[config.mk]
export PLATFORM = sky130hd
export DESIGN_NAME = round_limit_pipe
export DESIGN_NICKNAME = d
export VERILOG_FILES = /design/src/rtl/round_limit_pipe.sv
export SDC_FILE = /design/constraint.sdc
export NUM_CORES = 1
export LEC_CHECK = 0
export BUFFER_PORTS_ARGS = -buffer_cell sky130_fd_sc_hd__buf_2
export CORE_AREA = 2 2 118 120
export DETAILED_ROUTE_END_ITERATION = 6
export DIE_AREA = 0 0 120 122
export PLACE_DENSITY = 0.64
export SYNTH_ARGS = -nofsm -noshare
export SYNTH_HDL_FRONTEND = slang
export SYNTH_SLANG_ARGS = --single-unit
[constraint.sdc]
create_clock -name clk -period 2.62 [get_ports clk]
set_clock_uncertainty 0.15 [all_clocks]
set_input_delay 0.393 -clock clk [delete_from_list [all_inputs] [get_ports clk]]
set_output_delay 0.393 -clock clk [all_outputs]
set_load 0.02 [all_outputs]
[src/rtl/round_limit_pipe.sv]
// Two-stage valid/ready convergent rounder and data limiter for the accumulator path.
// Stage 1 registers the rounding sum, stage 2 clears the fraction, limits the MSP and tracks the sticky flag.
module round_limit_pipe #(
  parameter int unsigned ACC_W  = 56,
  parameter int unsigned RND_W  = 24,
  parameter int unsigned DATA_W = 24
) (
  input  logic              clk,
  input  logic              reset,
  input  logic              in_valid,
  output logic              in_ready,
  input  logic [ACC_W-1:0]  in_acc,
  input  logic              s1,
  input  logic              s0,
  input  logic              lim_en,
  output logic              out_valid,
  input  logic              out_ready,
  output logic [ACC_W-1:0]  out_acc,
  output logic [DATA_W-1:0] out_data,
  output logic              out_lim,
  output logic              lim_flag,
  input  logic              clr_lim
);

  localparam int unsigned HI_LSB = RND_W + DATA_W - 1;
  localparam int unsigned HI_W   = ACC_W - HI_LSB;

  localparam logic [ACC_W-1:0] ONE      = ACC_W'(1);
  localparam logic [ACC_W-1:0] ADD_NONE = ONE << (RND_W - 1);
  localparam logic [ACC_W-1:0] ADD_DOWN = ONE << RND_W;
  localparam logic [ACC_W-1:0] ADD_UP   = ONE << (RND_W - 2);
  localparam logic [ACC_W-1:0] MASK_P0  = (ONE << RND_W) - ONE;
  localparam logic [ACC_W-1:0] MASK_P1  = (ONE << (RND_W + 1)) - ONE;

  localparam logic [DATA_W-1:0] SAT_POS = {1'b0, {(DATA_W-1){1'b1}}};
  localparam logic [DATA_W-1:0] SAT_NEG = {1'b1, {(DATA_W-1){1'b0}}};

  typedef enum logic [1:0] {
    MODE_NONE = 2'b00,
    MODE_DOWN = 2'b01,
    MODE_UP   = 2'b10,
    MODE_RAW  = 2'b11
  } mode_e;

  mode_e             in_mode;
  logic              en;
  logic [ACC_W-1:0]  addend;
  logic [ACC_W-1:0]  sum;

  logic              st1_valid;
  logic [ACC_W-1:0]  st1_t;
  mode_e             st1_mode;
  logic              st1_lim_en;

  logic [ACC_W-1:0]  low_mask;
  logic [ACC_W-1:0]  bit_p;
  logic              conv;
  logic [ACC_W-1:0]  rnd;
  logic [HI_W-1:0]   hi_bits;
  logic              ovf;
  logic [DATA_W-1:0] data_nxt;
  logic              lim_nxt;

  assign in_mode  = mode_e'({s1, s0});
  assign en       = !out_valid || out_ready;
  assign in_ready = en && !reset;

  // Stage 1 rounding constant; sum wraps modulo 2^ACC_W by construction.
  always_comb begin
    addend = '0;
    case (in_mode)
      MODE_NONE: addend = ADD_NONE;
      MODE_DOWN: addend = ADD_DOWN;
      MODE_UP:   addend = ADD_UP;
      default:   addend = '0;
    endcase
    sum = in_acc + addend;
  end

  // Stage 2: clear the fraction below P, then clear bit P on an exact tie.
  always_comb begin
    low_mask = '0;
    bit_p    = '0;
    conv     = 1'b0;
    case (st1_mode)
      MODE_NONE: begin
        low_mask = MASK_P0;
        bit_p    = ONE << RND_W;
        conv     = 1'b1;
      end
      MODE_DOWN: begin
        low_mask = MASK_P1;
        bit_p    = ONE << (RND_W + 1);
        conv     = 1'b1;
      end
      MODE_UP: begin
        low_mask = MASK_P0;
      end
      default: begin
        low_mask = '0;
      end
    endcase
    rnd = st1_t & ~low_mask;
    if (conv && ((st1_t & low_mask) == '0)) begin
      rnd = rnd & ~bit_p;
    end
  end

  // Limiter: overflow when the extension bits and the MSP sign disagree.
  always_comb begin
    hi_bits  = rnd[ACC_W-1:HI_LSB];
    ovf      = !((&hi_bits) || !(|hi_bits));
    data_nxt = rnd[RND_W+DATA_W-1:RND_W];
    lim_nxt  = 1'b0;
    if (st1_lim_en && ovf) begin
      data_nxt = rnd[ACC_W-1] ? SAT_NEG : SAT_POS;
      lim_nxt  = 1'b1;
    end
  end

  always_ff @(posedge clk) begin
    if (reset) begin
      st1_valid  <= 1'b0;
      st1_t      <= '0;
      st1_mode   <= MODE_NONE;
      st1_lim_en <= 1'b0;
      out_valid  <= 1'b0;
      out_acc    <= '0;
      out_data   <= '0;
      out_lim    <= 1'b0;
      lim_flag   <= 1'b0;
    end else begin
      if (en) begin
        st1_valid <= in_valid;
        if (in_valid) begin
          st1_t      <= sum;
          st1_mode   <= in_mode;
          st1_lim_en <= lim_en;
        end
        out_valid <= st1_valid;
        if (st1_valid) begin
          out_acc  <= rnd;
          out_data <= data_nxt;
          out_lim  <= lim_nxt;
        end
      end
      // Set on a saturated beat's handshake takes priority over clear.
      if (out_valid && out_ready && out_lim) begin
        lim_flag <= 1'b1;
      end else if (clr_lim) begin
        lim_flag <= 1'b0;
      end
    end
  end

endmodule

==> flow_summary_export.csv, run 1 <==
group,metric,value,unit
status,run_status,"finished, final reports clean",
cts,max-clock-path-buffers,2,
floorplan,die-area,0.0146,sq mm
critical_path,timing.critical_path.slowest_stage_cell,"sky130_fd_sc_hd__or4_1",
cts,hold_fix_buffer_count_after_cts,0,
detailed_routing,dr.pass1.iters,7,
critical_path,worstPathRequired,2.76,ns
critical_path,cell_by_cell_trace_of_the_critical_path,"or4_1 > nor4_2 > or2_1 > buf_4 > a221oi_1",
critical_path,worstPathBufferInverterCount,1,
sta,grt_setup_unrepaired,"false",
cts,clock_sinks,143,
floorplan,num_io_pins,148,
pwr,power.leakage,2.98,nW
floorplan,row_count,43,
placement,dp_hpwl,11200,microns
global_routing,first_global_vias,5237,
critical_path,critical_path.reg2reg.startpoint,"st1_t[55]",
flow_run,cap_viol_max_count,0,
final_layout,layout.cells.most_common,"sky130_fd_sc_hd__nand2_1",
critical_path,reg2reg_to,"out_data[21]",
cts,setup_fix_buffers_added_after_clock_tree_synthesis,0,
detailed_routing,route.detailed.drc,0,
global_routing,grt_remaining_overflow,0,
synthesis,ys_ff_latch,143,
pwr,ir_drop,0.000383,V
cts,path_clk_slew,0.06,ns
detailed_routing,drt_iter0_drcs,379,
detailed_routing,wl,16200,microns
synthesis,synthesis.yosys.warnings,0,
detailed_routing,via_per_inst,5.36,
pwr,overall_power_consumption,5.18,mW
critical_path,r2r_slack,0.37,ns
sta,fmax,445,MHz
floorplan,floorplan.initialDensity,43.8,%
final_layout,area.growth.synth_to_final,24.6,%
hold_path,min_to,"st1_t[16]",
critical_path,worst-r2r-cell-count,5,
placement,dpl_cell_area,0.00681,sq mm
cts,h_tree_depth_reported_by_cts,4,
sta,post_route_setup_tns,0,ns
critical_path,cpPeakStageDelay,0.50,ns
final_layout,utilization_after_layout,54.6,%
final_layout,layout_cells_sized_above_1,23.0,%
global_routing,wire_length_of_the_first_global_routing_pass,26100,microns
placement,placed_cells,1025,
sta,final_min_period_over_clock_period,85.9,%
cts,cts_repair_resize_count,0,
synthesis,synth_enable_flop_cells,0,
hold_path,hold_critical_path_depth,3,
hold_path,hold_path.class,"primary input to register",
sta,timing.final.setup_violations,0,
critical_path,crit_type,"register to register",
critical_path,crit_path_start_kind,"register",
synthesis,syn_inst,735,
pwr,power_density,703,mW/mm^2
sta,whs,0.0642,ns
floorplan,coreArea,0.0135,sq mm
cts,clock-root-buffer,"sky130_fd_sc_hd__clkbuf_16",
detailed_routing,wl_per_cell,15.3,microns
floorplan,die_height,122,microns
detailed_routing,drt.antenna.violating_nets,0,
final_layout,final_cell_count_no_fill,1056,
hold_path,min_from,"in_acc[16]",
floorplan,die_w,120,microns
critical_path,critPathMaxFanout,12,
synthesis,synth_seq_area_share,48.4,%
placement,preCtsSetupSlack,-0.0187,ns
critical_path,end_kind,"register",
final_layout,final_cell_mix,"sky130_fd_sc_hd__nand2_1, sky130_fd_sc_hd__buf_2, sky130_fd_sc_hd__dfxtp_1, sky130_fd_sc_hd__a21oi_1, sky130_fd_sc_hd__nand3_1",
synthesis,synth_cell_types,46,
synthesis,syn-cell-area,0.00591,sq mm
critical_path,arrival,2.39,ns
detailed_routing,route.vias.total,5656,
cts,worst_skew_pair.late_latency,0.42,ns
global_routing,grtUsageTotal,22.5,%
global_routing,grt_max_degree,60,
sta,period_minus_slack,2.25,ns
sta,worstMarginPinSlew,0.979,ns
placement,gp_congestion,0.840,
synthesis,synth_fp_nets,803,
sta,timing.final.hold_violations,0,
cts,cts_inserted_buffers,17,
global_routing,antenna_found_initial,1,
final_layout,postLayoutCellArea,0.00737,sq mm
final_layout,layout.nets,932,
sta,fin_ws,0.371,ns
synthesis,postSynth.asyncResetShare,0,%
sta,slew_headroom,34.2,%
placement,io_buffers,147,
synthesis,synth_area_per_cell,8.04,sq um
cts,tritoncts_clock_tree,"yes",
synthesis,ys_dominant_reg_cell,"sky130_fd_sc_hd__dfxtp_1",
critical_path,cp_top_family,"simple AND/OR/NAND/NOR gates",
sta,report.final.slew_viol_count,0,
layer usage:
layer	vias up	wire (microns)	track usage [%]
met5	-	0	0
met4	0	193	7.13
met3	21	1070	5.85
met2	186	7620	35.4
met1	2648	7320	30.1
li1	2801	-	-
report_power, final:
group,switching [mW],internal [mW]
Sequential,0.0808,2.28
Combinational,0.344,0.194
Clock,0.854,1.43
Total,1.28,3.90
how the worst max path moves through the flow:
stage,startpoint,end,slack [ns],depth (start not counted)
2_1_floorplan,s1,st1_t[46],0.23,8
3_3_place_gp,s1,st1_t[52],0.02,9
3_5_place_dp,s1,st1_t[54],-0.02,11
4_1_cts,st1_t[55],out_data[22],0.36,5
5_1_grt,s1,st1_t[54],0.23,11
6_report,st1_t[55],out_data[21],0.37,5
worst register-to-register path, delay by kind of cell, from the launching register on:
family | cells | cell delay, ns
and+or+nand+nor | 3 | 1.23
DFF | 1 | 0.39
AOI/OAI and AO/OA | 1 | 0.09
buffers and inverters | 1 | 0.27
synthesized netlist by cell type (2+ instances only):
cell type,number,area [sq um]
sky130_fd_sc_hd__clkbuf_1,44,165
sky130_fd_sc_hd__and3_1,3,18.8
sky130_fd_sc_hd__ha_1,3,37.5
sky130_fd_sc_hd__xnor2_1,24,210
sky130_fd_sc_hd__o31ai_1,5,37.5
sky130_fd_sc_hd__xor2_1,7,61.3
sky130_fd_sc_hd__nor2b_1,4,25.0
sky130_fd_sc_hd__o21ai_0,32,160
sky130_fd_sc_hd__nand4_1,9,56.3
sky130_fd_sc_hd__nor3_1,14,70.1
sky130_fd_sc_hd__a21oi_1,130,651
sky130_fd_sc_hd__and2_1,5,31.3
sky130_fd_sc_hd__o211a_1,2,20.0
sky130_fd_sc_hd__a221oi_1,15,131
sky130_fd_sc_hd__buf_1,4,15.0
sky130_fd_sc_hd__a211oi_1,8,60.1
sky130_fd_sc_hd__nand2_1,175,657
sky130_fd_sc_hd__dfxtp_1,143,2860
sky130_fd_sc_hd__nor4_1,11,68.8
sky130_fd_sc_hd__and4_1,4,35.0
sky130_fd_sc_hd__or3_1,2,12.5
sky130_fd_sc_hd__nand3_1,35,175
sky130_fd_sc_hd__nand2b_1,3,18.8
sky130_fd_sc_hd__buf_2,3,15.0
sky130_fd_sc_hd__inv_1,7,26.3
sky130_fd_sc_hd__nor2_1,23,86.3
kinds of logic after synthesis:
family	count (synthesis)	share of synthesized area [%]
flip-flops	143	48.4
AND/OR/NAND/NOR	295	22.3
XOR/XNOR	31	4.59
AO/OA/AOI/OAI	201	19.3
buffers and inverters	61	4.40
adder cells (fa/ha/maj)	4	0.974
registers in the layout, summed over array words and instances (netlist names):
register,count
out_lim,1
lim_flag,1
out_valid,1
st1_t,56
st1_lim_en,1
st1_mode,2
st1_valid,1
out_acc,56
out_data,24
area by class of cell:
cell class              instances  area (sq um)
fillers                      1299          6140
flip-flops and latches        143          2860
multi-input cells             531          2790
repair buffers                164           903
clock buffers                  22           464
well taps                     180           225
clock inverters                 8          90.1
inverters                       7          26.3
diodes                          1          2.50
Power figures use the tool's default switching activity.
==> inputs of run 2 (changes only) <==
--- a/config.mk
+++ b/config.mk
@@ -9,7 +9,7 @@
 export CORE_AREA = 2 2 118 120
 export DETAILED_ROUTE_END_ITERATION = 6
 export DIE_AREA = 0 0 120 122
-export PLACE_DENSITY = 0.64
+export PLACE_DENSITY_LB_ADDON = 0.12
 export SYNTH_ARGS = -nofsm -noshare
 export SYNTH_HDL_FRONTEND = slang
 export SYNTH_SLANG_ARGS = --single-unit
==> run 2 against run 1 <==
Power is 6.8% higher. Clock power is 15% higher. Die area unchanged. First-iteration DRC count grew 15%. Highest routed layer unchanged.
==> flow_summary_export.csv, run 2 (synthesized netlist as in run 1, its figures left out) <==
group,metric,value,unit
placement,dpl_cell_area,0.00682,sq mm
detailed_routing,wl,16100,microns
cts,setup_fix_buffers_added_after_clock_tree_synthesis,0,
cts,h_tree_depth_reported_by_cts,4,
critical_path,timing.critical_path.slowest_stage_cell,"sky130_fd_sc_hd__fa_1",
placement,gp_congestion,0.844,
sta,final_min_period_over_clock_period,89.1,%
floorplan,die_height,122,microns
critical_path,arrival,2.51,ns
cts,clock_sinks,143,
sta,worstMarginPinSlew,0.989,ns
global_routing,grt_remaining_overflow,0,
sta,grt_setup_unrepaired,"false",
final_layout,number_of_diodes,0,
pwr,overall_power_consumption,5.53,mW
cts,cts_repair_resize_count,0,
critical_path,crit_path_start_kind,"primary input",
pwr,power.leakage,3.02,nW
hold_path,min_from,"lim_en",
hold_path,hold_path.class,"primary input to register",
pwr,power_density,741,mW/mm^2
critical_path,crit_type,"primary input to register",
cts,hold_fix_buffer_count_after_cts,0,
critical_path,critical_path.reg2reg.startpoint,"st1_t[50]",
critical_path,cpPeakStageDelay,0.41,ns
status,run_status,"finished, final reports clean",
global_routing,first_global_vias,5053,
final_layout,final_cell_count_no_fill,1058,
cts,worst_skew_pair.late_latency,0.41,ns
detailed_routing,dr.pass1.iters,5,
final_layout,postLayoutCellArea,0.00746,sq mm
sta,slew_headroom,33.5,%
global_routing,wire_length_of_the_first_global_routing_pass,25800,microns
cts,path_clk_slew,0.06,ns
cts,max-clock-path-buffers,2,
detailed_routing,via_per_inst,5.31,
sta,timing.final.hold_violations,0,
final_layout,layout.cells.most_common,"sky130_fd_sc_hd__nand2_1",
detailed_routing,drt_iter0_drcs,437,
critical_path,critPathMaxFanout,11,
floorplan,row_count,43,
detailed_routing,wl_per_cell,15.2,microns
placement,placed_cells,1026,
critical_path,end_kind,"register",
global_routing,grtUsageTotal,22.2,%
cts,tritoncts_clock_tree,"yes",
detailed_routing,route.vias.total,5619,
placement,io_buffers,147,
floorplan,num_io_pins,148,
critical_path,r2r_slack,0.29,ns
cts,cts_inserted_buffers,17,
sta,timing.final.setup_violations,0,
floorplan,coreArea,0.0135,sq mm
global_routing,antenna_found_initial,1,
floorplan,die-area,0.0146,sq mm
floorplan,floorplan.initialDensity,43.8,%
final_layout,reg_top3,"out_acc (56), st1_t (56), out_data (24)",
sta,fmax,428,MHz
final_layout,layout.nets,933,
critical_path,worstPathRequired,2.80,ns
cts,clock-root-buffer,"sky130_fd_sc_hd__clkbuf_16",
critical_path,startpoint,"s1",
final_layout,final_cell_mix,"sky130_fd_sc_hd__nand2_1, sky130_fd_sc_hd__buf_2, sky130_fd_sc_hd__dfxtp_1, sky130_fd_sc_hd__a21oi_1, sky130_fd_sc_hd__nand3_1",
pwr,ir_drop,0.000401,V
critical_path,cpMostUsedCell,"sky130_fd_sc_hd__nor2b_1",
detailed_routing,route.detailed.drc,0,
flow_run,cap_viol_max_count,0,
floorplan,die_w,120,microns
placement,dp_hpwl,11400,microns
global_routing,grt_max_degree,58,
sta,period_minus_slack,2.33,ns
critical_path,cell_by_cell_trace_of_the_critical_path,"buf_2 > nor2b_1 > ha_1 > inv_1 > fa_1 > nor2b_1 > o2111ai_2 > buf_4 > nor3b_1 > xnor2_1 > a211oi_1",
sta,report.final.slew_viol_count,0,
final_layout,layout_cells_sized_above_1,23.3,%
detailed_routing,drt.antenna.violating_nets,0,
final_layout,area.growth.synth_to_final,26.3,%
run 2: per-layer routing:
metal	share of wire [%]	GRT usage, %	up-vias
met4	0.99	6.25	0
met1	48	32.1	2600
met2	44	32.5	196
met3	7.0	5.81	12
li1	-	-	2811
met5	0	0	-
run 2: final cells by class:
type / instances / area (sq um)
timing repair buffer: 165 / 911
multi-input combinational: 531 / 2790
fill: 1301 / 6040
sequential: 143 / 2860
inverter: 7 / 26.3
tap: 180 / 225
clock buffer: 21 / 460
clock inverter: 11 / 186
run 2: path summary, 6_finish.rpt:
path,endpoint,cells after the start
setup reg to reg,out_data[6],6
setup / recovery,st1_t[40],11
hold reg to reg,out_acc[19],2
hold / removal,st1_lim_en,3
run 2: report_power, final:
group | internal, mW | switching, mW | leakage [nW]
clock network | 1.73 | 0.896 | 0.317
logic | 0.198 | 0.340 | 1.53
registers | 2.28 | 0.0844 | 1.17
run 2: critical path, delay by kind of cell:
kind	cells	cell delay (ns)
compound gates	2	0.41
xor+xnor	1	0.10
fa+ha+maj	2	0.58
buf+inv	3	0.40
simple gates	3	0.62
run 2: metrics by stage:
stage | TNS (ns) | hold WS (ns) | worst slack (ns) | utilization, %
floorplan | 0 | 0.282 | 0.227 | -
global placement | -0.0325 | 0.288 | -0.0240 | 50.5
detailed placement | -0.398 | 0.292 | -0.109 | 50.5
CTS | 0 | 0.0472 | 0.310 | 55.3
global route | 0 | 0.0606 | 0.0156 | 55.3
finish | 0 | 0.0662 | 0.286 | 55.3
==> inputs of run 3 (changes only) <==
--- a/config.mk
+++ b/config.mk
@@ -6,9 +6,10 @@
 export NUM_CORES = 1
 export LEC_CHECK = 0
 export BUFFER_PORTS_ARGS = -buffer_cell sky130_fd_sc_hd__buf_2
-export CORE_AREA = 2 2 118 120
+export CORE_AREA = 2 2 85 168
+export CTS_BUF_LIST = sky130_fd_sc_hd__clkbuf_4
 export DETAILED_ROUTE_END_ITERATION = 6
-export DIE_AREA = 0 0 120 122
+export DIE_AREA = 0 0 87 170
 export PLACE_DENSITY_LB_ADDON = 0.12
 export SYNTH_ARGS = -nofsm -noshare
 export SYNTH_HDL_FRONTEND = slang
==> run 3 against run 2 <==
Sequential cell count unchanged. Sequential power about the same. Combinational power increased by 5.0%. Maximum frequency increased by 0.40%. Sequential share of layout area increased by 0.42 points. Global-route usage increased by 1.7 points. First-iteration DRC count decreased by 40%. Routed wire length increased by 8.5%. Cell count increased by 0.28%. Via count increased by 1.9%. Final area decreased by 1.1%. Power decreased by 19%. Critical path type is now register to register. Critical endpoint is now out_data[11]. Largest power group is now registers. Highest routed layer unchanged.
==> flow_summary_export.csv, run 3 (synthesized netlist as in run 1, its figures left out) <==
group,metric,value,unit
global_routing,first_global_vias,5542,
cts,max-clock-path-buffers,2,
final_layout,layout.nets,960,
hold_path,hold_path.class,"primary input to register",
cts,cts_repair_resize_count,0,
cts,setup_fix_buffers_added_after_clock_tree_synthesis,0,
detailed_routing,wl_per_cell,16.4,microns
final_layout,final_cell_mix,"sky130_fd_sc_hd__nand2_1, sky130_fd_sc_hd__buf_2, sky130_fd_sc_hd__dfxtp_1, sky130_fd_sc_hd__a21oi_1, sky130_fd_sc_hd__nand3_1",
sta,timing.final.hold_violations,0,
detailed_routing,route.top_layer_used,"met4",
floorplan,die_height,170,microns
detailed_routing,drt.antenna.violating_nets,0,
detailed_routing,wl,17400,microns
global_routing,grt_max_degree,64,
placement,gp_congestion,0.842,
flow_run,cap_viol_max_count,0,
critical_path,crit_type,"register to register",
cts,h_tree_depth_reported_by_cts,4,
sta,slew_headroom,24.7,%
floorplan,floorplan.initialDensity,44.0,%
cts,tritoncts_clock_tree,"yes",
global_routing,antenna_found_initial,1,
floorplan,num_io_pins,148,
cts,path_clk_slew,0.12,ns
floorplan,die-area,0.0148,sq mm
sta,final_min_period_over_clock_period,88.7,%
global_routing,grtUsageTotal,23.9,%
pwr,overall_power_consumption,4.46,mW
global_routing,grt_remaining_overflow,0,
cts,clock_sinks,143,
placement,dp_hpwl,12800,microns
critical_path,arrival,2.52,ns
status,run_status,"finished, final reports clean",
sta,report.final.slew_viol_count,0,
cts,hold_fix_buffer_count_after_cts,31,
detailed_routing,detail_route.wirelength.met1,6200,microns
pwr,ir_drop,0.000374,V
detailed_routing,route.detailed.drc,0,
final_layout,layout.cells.most_common,"sky130_fd_sc_hd__nand2_1",
placement,io_buffers,147,
critical_path,critPathMaxFanout,15,
sta,grt_setup_unrepaired,"false",
sta,worstMarginPinSlew,1.12,ns
detailed_routing,route.met2.wl,10100,microns
critical_path,end_kind,"register",
floorplan,die_w,87,microns
final_layout,layout_cells_sized_above_1,22.3,%
placement,placed_cells,997,
detailed_routing,route.vias.total,5724,
pwr,power_density,603,mW/mm^2
cts,worst_skew_pair.late_latency,0.53,ns
sta,timing.final.setup_violations,0,
pwr,power.leakage,2.98,nW
critical_path,crit_path_start_kind,"register",
sta,period_minus_slack,2.32,ns
floorplan,coreArea,0.0134,sq mm
detailed_routing,met3_wirelength,683,microns
sta,fmax,430,MHz
final_layout,area.growth.synth_to_final,24.9,%
critical_path,worstPathRequired,2.81,ns
sta,post_route_setup_tns,0,ns
global_routing,wire_length_of_the_first_global_routing_pass,27400,microns
cts,clock-root-buffer,"sky130_fd_sc_hd__clkbuf_4",
detailed_routing,via_per_inst,5.39,
final_layout,final_cell_count_no_fill,1061,
final_layout,utilization_after_layout,54.9,%
cts,cts_inserted_buffers,17,
detailed_routing,drt_iter0_drcs,262,
final_layout,reg_top3,"out_acc (56), st1_t (56), out_data (24)",
detailed_routing,dr.pass1.iters,7,
floorplan,row_count,60,
[run 3: power by group]
part	switching [mW]	total (mW)	internal [mW]
clock	0.825	1.52	0.691
combinational	0.345	0.565	0.220
sequential	0.0999	2.37	2.27
total	1.27	4.46	3.19
[run 3: per-stage QoR]
stage,setup WS [ns],area (sq um),hold slack (ns)
floorplan,0.227,5910,0.282
global placement,0.0224,6760,0.287
detailed placement,-0.0777,6760,0.291
CTS,0.294,7380,0.00191
global route,0.179,7380,0.0181
finish,0.296,7380,0.0533
[run 3: cell type report]
class	count	area, sq um
well taps	155	194
multi-input cells	531	2790
inverters	7	26.3
flip-flops and latches	143	2860
diodes	1	2.50
repair buffers	192	1190
clock buffers	18	135
fillers	1333	6050
clock inverters	14	179
[run 3: critical path, cell delays in order, from the launching register on]
cell and delay [ns]:
sky130_fd_sc_hd__dfxtp_1 0.41, sky130_fd_sc_hd__or4_1 0.53, sky130_fd_sc_hd__nor4_2 0.26, sky130_fd_sc_hd__or2_1 0.41, sky130_fd_sc_hd__buf_4 0.30, sky130_fd_sc_hd__a221oi_1 0.11
[run 3: final timing paths]
check / start / to / slack, ns / depth (start not counted)
hold reg to reg: out_acc[13] / out_acc[13] / 0.31 / 2
setup / recovery: st1_t[55] / out_data[11] / 0.30 / 5
hold / removal: out_ready / out_valid / 0.05 / 4
setup reg to reg: st1_t[55] / out_data[11] / 0.30 / 5
[run 3: metal layers]
layer,track usage [%],vias up
li1,-,2869
met1,23.6,2669
met2,47.0,159
met3,4.56,27
met4,9.10,0
met5,0,-
